File: src/rtl/lenet_avmm_sequencer.sv
// lenet_avmm_sequencer
// Avalon-MM master that drives the LeNet classifier control slave for batch
// runs. For every graph index from first_graph to last_graph (inclusive) it
// writes the graph register, raises start, waits for lenet_finish_i (or a
// timeout), reads the result register, then drops start. Each result goes out
// on a one-cycle write strobe to a result RAM/FIFO.
//
// Ports
//   clk, reset_n          system clock, asynchronous active-low reset
//   go                    one-cycle batch start (ignored while busy)
//   first_graph/last_graph inclusive 5-bit graph index range
//   avm_*                 Avalon-MM master (address, chipselect, write, read,
//                         writedata, waitrequest, readdata)
//   lenet_finish_i        classifier-complete level
//   busy, done            batch in progress / one-cycle end-of-batch pulse
//   res_we/res_index/res_value  result stream (8'hFF marks a timeout)
//   timeout_err           sticky timeout flag, cleared by an accepted go
module lenet_avmm_sequencer #(
    parameter int TIMEOUT_CYC = 4096,
    parameter int RD_LAT      = 1
) (
    input  logic       clk,
    input  logic       reset_n,
    input  logic       go,
    input  logic [4:0] first_graph,
    input  logic [4:0] last_graph,
    output logic [1:0] avm_address,
    output logic       avm_chipselect,
    output logic       avm_write,
    output logic       avm_read,
    output logic [7:0] avm_writedata,
    input  logic       avm_waitrequest,
    input  logic [7:0] avm_readdata,
    input  logic       lenet_finish_i,
    output logic       busy,
    output logic       done,
    output logic       res_we,
    output logic [4:0] res_index,
    output logic [7:0] res_value,
    output logic       timeout_err
);

    // One counter serves both the finish timeout and the read-latency wait.
    localparam int CW = $clog2((TIMEOUT_CYC > RD_LAT) ? TIMEOUT_CYC : RD_LAT) + 1;
    localparam logic [CW-1:0] TMO_LAST = CW'(TIMEOUT_CYC - 1);
    localparam logic [CW-1:0] RD_LAST  = CW'(RD_LAT - 1);

    typedef enum logic [2:0] {
        IDLE,
        WR_GRAPH,
        WR_START1,
        WAIT_FIN,
        RD_RES,
        RD_WAIT,
        WR_START0,
        FIN
    } state_t;

    state_t          state_q, state_d;
    logic [4:0]      cur_q, cur_d;
    logic [4:0]      last_q, last_d;
    logic [CW-1:0]   cnt_q, cnt_d;
    logic            res_we_q, res_we_d;
    logic [4:0]      res_index_q, res_index_d;
    logic [7:0]      res_value_q, res_value_d;
    logic            tmo_q, tmo_d;
    logic            accept;

    assign accept = (avm_write | avm_read) & ~avm_waitrequest;

    // State and datapath registers.
    always_ff @(posedge clk or negedge reset_n) begin
        if (!reset_n) begin
            state_q     <= IDLE;
            cur_q       <= '0;
            last_q      <= '0;
            cnt_q       <= '0;
            res_we_q    <= 1'b0;
            res_index_q <= '0;
            res_value_q <= '0;
            tmo_q       <= 1'b0;
        end else begin
            state_q     <= state_d;
            cur_q       <= cur_d;
            last_q      <= last_d;
            cnt_q       <= cnt_d;
            res_we_q    <= res_we_d;
            res_index_q <= res_index_d;
            res_value_q <= res_value_d;
            tmo_q       <= tmo_d;
        end
    end

    // Next-state and datapath update.
    always_comb begin
        state_d     = state_q;
        cur_d       = cur_q;
        last_d      = last_q;
        cnt_d       = cnt_q;
        res_we_d    = 1'b0;
        res_index_d = res_index_q;
        res_value_d = res_value_q;
        tmo_d       = tmo_q;
        unique case (state_q)
            IDLE: begin
                if (go) begin
                    cur_d   = first_graph;
                    last_d  = last_graph;
                    tmo_d   = 1'b0;
                    state_d = (first_graph > last_graph) ? FIN : WR_GRAPH;
                end
            end
            WR_GRAPH: begin
                if (accept) state_d = WR_START1;
            end
            WR_START1: begin
                if (accept) begin
                    cnt_d   = '0;
                    state_d = WAIT_FIN;
                end
            end
            WAIT_FIN: begin
                // Finish has priority over a timeout expiring on the same cycle.
                if (lenet_finish_i) begin
                    state_d = RD_RES;
                end else if (cnt_q == TMO_LAST) begin
                    tmo_d       = 1'b1;
                    res_we_d    = 1'b1;
                    res_index_d = cur_q;
                    res_value_d = 8'hFF;
                    state_d     = WR_START0;
                end else begin
                    cnt_d = cnt_q + 1'b1;
                end
            end
            RD_RES: begin
                if (accept) begin
                    cnt_d   = '0;
                    state_d = RD_WAIT;
                end
            end
            RD_WAIT: begin
                if (cnt_q == RD_LAST) begin
                    res_we_d    = 1'b1;
                    res_index_d = cur_q;
                    res_value_d = avm_readdata;
                    state_d     = WR_START0;
                end else begin
                    cnt_d = cnt_q + 1'b1;
                end
            end
            WR_START0: begin
                // Equality test against last keeps last=31 from wrapping.
                if (accept) begin
                    if (cur_q == last_q) begin
                        state_d = FIN;
                    end else begin
                        cur_d   = cur_q + 1'b1;
                        state_d = WR_GRAPH;
                    end
                end
            end
            FIN: begin
                state_d = IDLE;
            end
            default: begin
                state_d = IDLE;
            end
        endcase
    end

    // Bus and status outputs decode the state only, so an async reset drops
    // every strobe immediately and they stay stable while stalled.
    always_comb begin
        avm_address   = 2'd0;
        avm_write     = 1'b0;
        avm_read      = 1'b0;
        avm_writedata = 8'h00;
        busy          = (state_q != IDLE);
        done          = (state_q == FIN);
        unique case (state_q)
            WR_GRAPH: begin
                avm_write     = 1'b1;
                avm_address   = 2'd0;
                avm_writedata = {3'b000, cur_q};
            end
            WR_START1: begin
                avm_write     = 1'b1;
                avm_address   = 2'd1;
                avm_writedata = 8'h01;
            end
            RD_RES: begin
                avm_read    = 1'b1;
                avm_address = 2'd2;
            end
            WR_START0: begin
                avm_write     = 1'b1;
                avm_address   = 2'd1;
                avm_writedata = 8'h00;
            end
            default: begin
                avm_address = 2'd0;
            end
        endcase
        avm_chipselect = avm_write | avm_read;
    end

    assign res_we      = res_we_q;
    assign res_index   = res_index_q;
    assign res_value   = res_value_q;
    assign timeout_err = tmo_q;

endmodule

File: config.mk
export PLATFORM = sky130hd
export DESIGN_NAME = lenet_avmm_sequencer
export DESIGN_NICKNAME = d
export VERILOG_FILES = /design/src/rtl/lenet_avmm_sequencer.sv
export SDC_FILE = /design/constraint.sdc
export NUM_CORES = 1
export LEC_CHECK = 0
export ABC_CLOCK_PERIOD_IN_PS = 6100
export CAP_MARGIN = 40
export CORE_ASPECT_RATIO = 1.75
export CORE_MARGIN = 2
export CORE_UTILIZATION = 28
export CTS_CLUSTER_SIZE = 16
export DETAILED_ROUTE_END_ITERATION = 12
export GPL_TIMING_DRIVEN = 0
export PLACE_DENSITY = 0.51
export SLEW_MARGIN = 30
export SYNTH_ARGS = -nofsm -noshare
export SYNTH_HDL_FRONTEND = slang
export SYNTH_SLANG_ARGS = --single-unit
File: constraint.sdc
create_clock -name clk -period 6.1 [get_ports clk]
set_input_delay 0.61 -clock clk [delete_from_list [all_inputs] [get_ports clk]]
set_output_delay 0.61 -clock clk [all_outputs]
set_load 0.01 [all_outputs]
==> flow_summary_export.csv <==
group,metric,value,unit
worst_setup_path,crit_type,"reg -> out",
power_and_ir_drop,sw_frac_of_total,0.402,
synthesis,async_flop_share,1.00,
synthesis,avgSynthCellArea,9.39,µm²
global_routing,grt_max_degree,42,
floorplan,core_area,8730,µm²
synthesis,synthCells,269,
global_routing,antenna_found_initial,0,
synthesis,yosysWarnings,0,
layout,diodes,0,
timing,worst_pin_slew,554,ps
floorplan,core.rowCount,45,
synthesis,syn_area,2530,µm²
power_and_ir_drop,pwr-share-comb,0.530,
global_routing,grt_pass1_wl,11.1,mm
cts,hold_buffers,0,
placed_design,dp_hpwl,5.01,mm
drt,first_iter_violations,132,
cts,postCtsSetupBuffers,0,
cts,cts-root-buf,"clkbuf_16",
worst_setup_path,max_stage_delay,470,ps
drt,vias,2180,
cts,clock_path_buffers,2,
cts,cts.sinks,41,
power_and_ir_drop,power,1.56,mW
timing,final_max_slew_viol_count,0,
timing,finalCritPeriodShare,0.503,
drt,viasPerCell,4.90,
timing,maxSlewHeadroom,0.628,
layout,layout_commonest_cell,"clkdlybuf4s50_1",
power_and_ir_drop,power_frac_clock,0.176,
drt,drcViolationCount,0,
layout,final_nets,358,
worst_setup_path,r2r_end,"cur_q[3]",
drt,routedWlPerCell,14.7,µm
timing,final_hold_viol_count,0,
status,status,"finished clean",
power_and_ir_drop,leakage,1.44,nW
timing,setup_viol,0,
worst_setup_path,crit_fanout,10,
worst_setup_path,cp-start-kind,"flip-flop",
power_and_ir_drop,ir_worst_vdd,0.000287,V
cts,clk_latency,290,ps
synthesis,synth_edf_count,0,
worst_setup_path,worstPathCellList,"buf_1 -> clkbuf_1 -> nor3b_1 -> or2_2 -> clkdlybuf4s50_1",
drt,dr.pass1.iters,4,
worst_setup_path,reg2regPathDepth,6,
floorplan,io_pins,53,
power_and_ir_drop,p_switching,0.629,mW
run,cap_violations,0,
timing,fin_worst_skew,3.46,ps
layout,final_cell_mix,"clkdlybuf4s50_1 (48), dfrtp_1 (41), nor2_1 (30), a21oi_1 (19), nand2_1 (19)",
worst_setup_path,critPathRequiredTime,5490,ps
cts,cts_tree,"done",
min_path,hp-class,"in -> async",
floorplan,dieHeight,130,µm
cts,clk_pin_slew,60,ps
worst_setup_path,r2r_slack,3800,ps
timing,period_needed,3070,ps
drt,ant_nets,0,
synthesis,synth-main-ff-cell,"dfrtp_1",
worst_setup_path,cp_top_family,"buffers and inverters",
placed_design,gp_congestion,0.831,
floorplan,die_area,9830,µm²
power_and_ir_drop,p_int,0.936,mW
power_and_ir_drop,power_density,471,nW/µm²
cts,cts_buffers,5,
synthesis,ys_seq_area_frac,0.406,
worst_setup_path,cp_slowest_cell,"clkdlybuf4s50_1",
cts,cts-htree-levels,2,
worst_setup_path,arrival,2460,ps
layout,drive_above_1_share,0.134,
worst_setup_path,endpoint_kind,"output port",
timing,tns,0,ps
placed_design,io_buffer_count,49,
cts,cts_resized,0,
worst_setup_path,reg2reg_from,"cur_q[2]",
global_routing,grt_pass1_vias,2259,
synthesis,ys_seq_elements,41,
global_routing,grt.total_usage,0.148,
timing,rsz0062_at_grt,"no",
synthesis,yosys.cell_types.count,54,
layout,area_growth,31.5,%
power_and_ir_drop,power_frac_seq,0.294,
floorplan,initial_core_util,0.289,
worst_setup_path,worst-path-buf-inv,3,
global_routing,overflow,0,
timing,max_freq,326,MHz
floorplan,die_w,75.8,µm
drt,routed_wl,6.54,mm
## power by group through the flow
stage          Sequential [mW]  Combinational [mW]  Clock [mW]
2_1_floorplan            0.465               0.516           0
3_3_place_gp             0.463               0.835           0
3_5_place_dp             0.467               0.839           0
4_1_cts                  0.462               0.842       0.282
5_1_grt                  0.479               0.921       0.294
6_report                 0.460               0.830       0.275
## sequential cells by signal (all words and copies together) (netlist names)
name,flops
timeout_err,1
res_value,8
cur_q,5
last_q,5
state_q,3
cnt_q,13
res_index,5
res_we,1
## area by class of cell
class / count / area [µm²]
buffer: 18 / 106
timing repair buffer: 49 / 488
multi-input combinational: 201 / 1360
inverter: 11 / 41.3
clock inverter: 2 / 13.8
fill: 909 / 5410
clock buffer: 6 / 139
sequential: 41 / 1030
tap: 117 / 146
## layer usage
metal	routed length, µm	global-route usage	share of wire	up-vias
met5	0	0	0	-
met2	3700	0.277	0.57	50
met1	2490	0.159	0.38	1041
met3	201	0.0210	0.031	9
li1	-	-	-	1080
met4	150	0.0568	0.023	0
## kinds of logic after synthesis
family	after synthesis	synth area share
DFF	41	0.406
AOI/OAI and AO/OA	73	0.205
adders and majority gates	8	0.0396
buffers and inverters	29	0.0584
and+or+nand+nor	102	0.222
xor gates and xnor gates	7	0.0243
muxes	8	0.0426
other	1	0.00148
## worst max-delay path by stage
| stage | from | endpoint | cells after the start |
|---|---|---|---|
| after detailed placement | state_q[0] | avm_chipselect | 5 |
| final | state_q[0] | avm_chipselect | 5 |
| after global placement | reset_n | last_q[2] | 1 |
| after CTS | state_q[0] | avm_chipselect | 5 |
| after floorplan | state_q[0] | avm_chipselect | 4 |
| after global routing | state_q[0] | avm_chipselect | 5 |
## synth_stat cells, drive strengths merged (2+ instances only)
master / number / area share
o221ai: 5 / 0.017
or4: 3 / 0.010
inv: 11 / 0.016
nand3b: 3 / 0.0089
nor2b: 6 / 0.015
a21oi: 20 / 0.044
nor3b: 2 / 0.0059
dfrtp: 41 / 0.41
nand2: 19 / 0.028
nand4: 3 / 0.0099
o211ai: 3 / 0.0089
o31ai: 8 / 0.036
nand2b: 3 / 0.0074
o41ai: 4 / 0.017
o21ai: 18 / 0.036
nor2: 31 / 0.047
buf: 13 / 0.035
a21o: 3 / 0.0089
ha: 8 / 0.040
and3: 8 / 0.020
a31oi: 4 / 0.0099
or2: 3 / 0.0084
xor2: 6 / 0.021
nor3: 5 / 0.0099
mux2: 7 / 0.039
clkbuf: 5 / 0.0074
nand3: 12 / 0.024
a211oi: 2 / 0.0059
## stage by stage
stage | util | instances | setup WS (ps) | hold slack (ps) | cell area, µm²
2_1_floorplan | - | 271 | 4070 | 314 | 2530
3_3_place_gp | 0.363 | 437 | 3150 | 462 | 3170
3_5_place_dp | 0.363 | 437 | 3330 | 477 | 3170
4_1_cts | 0.381 | 445 | 3000 | 339 | 3320
5_1_grt | 0.381 | 445 | 2870 | 359 | 3320
6_report | 0.381 | 445 | 3030 | 311 | 3320
Power figures use the tool's default switching activity.
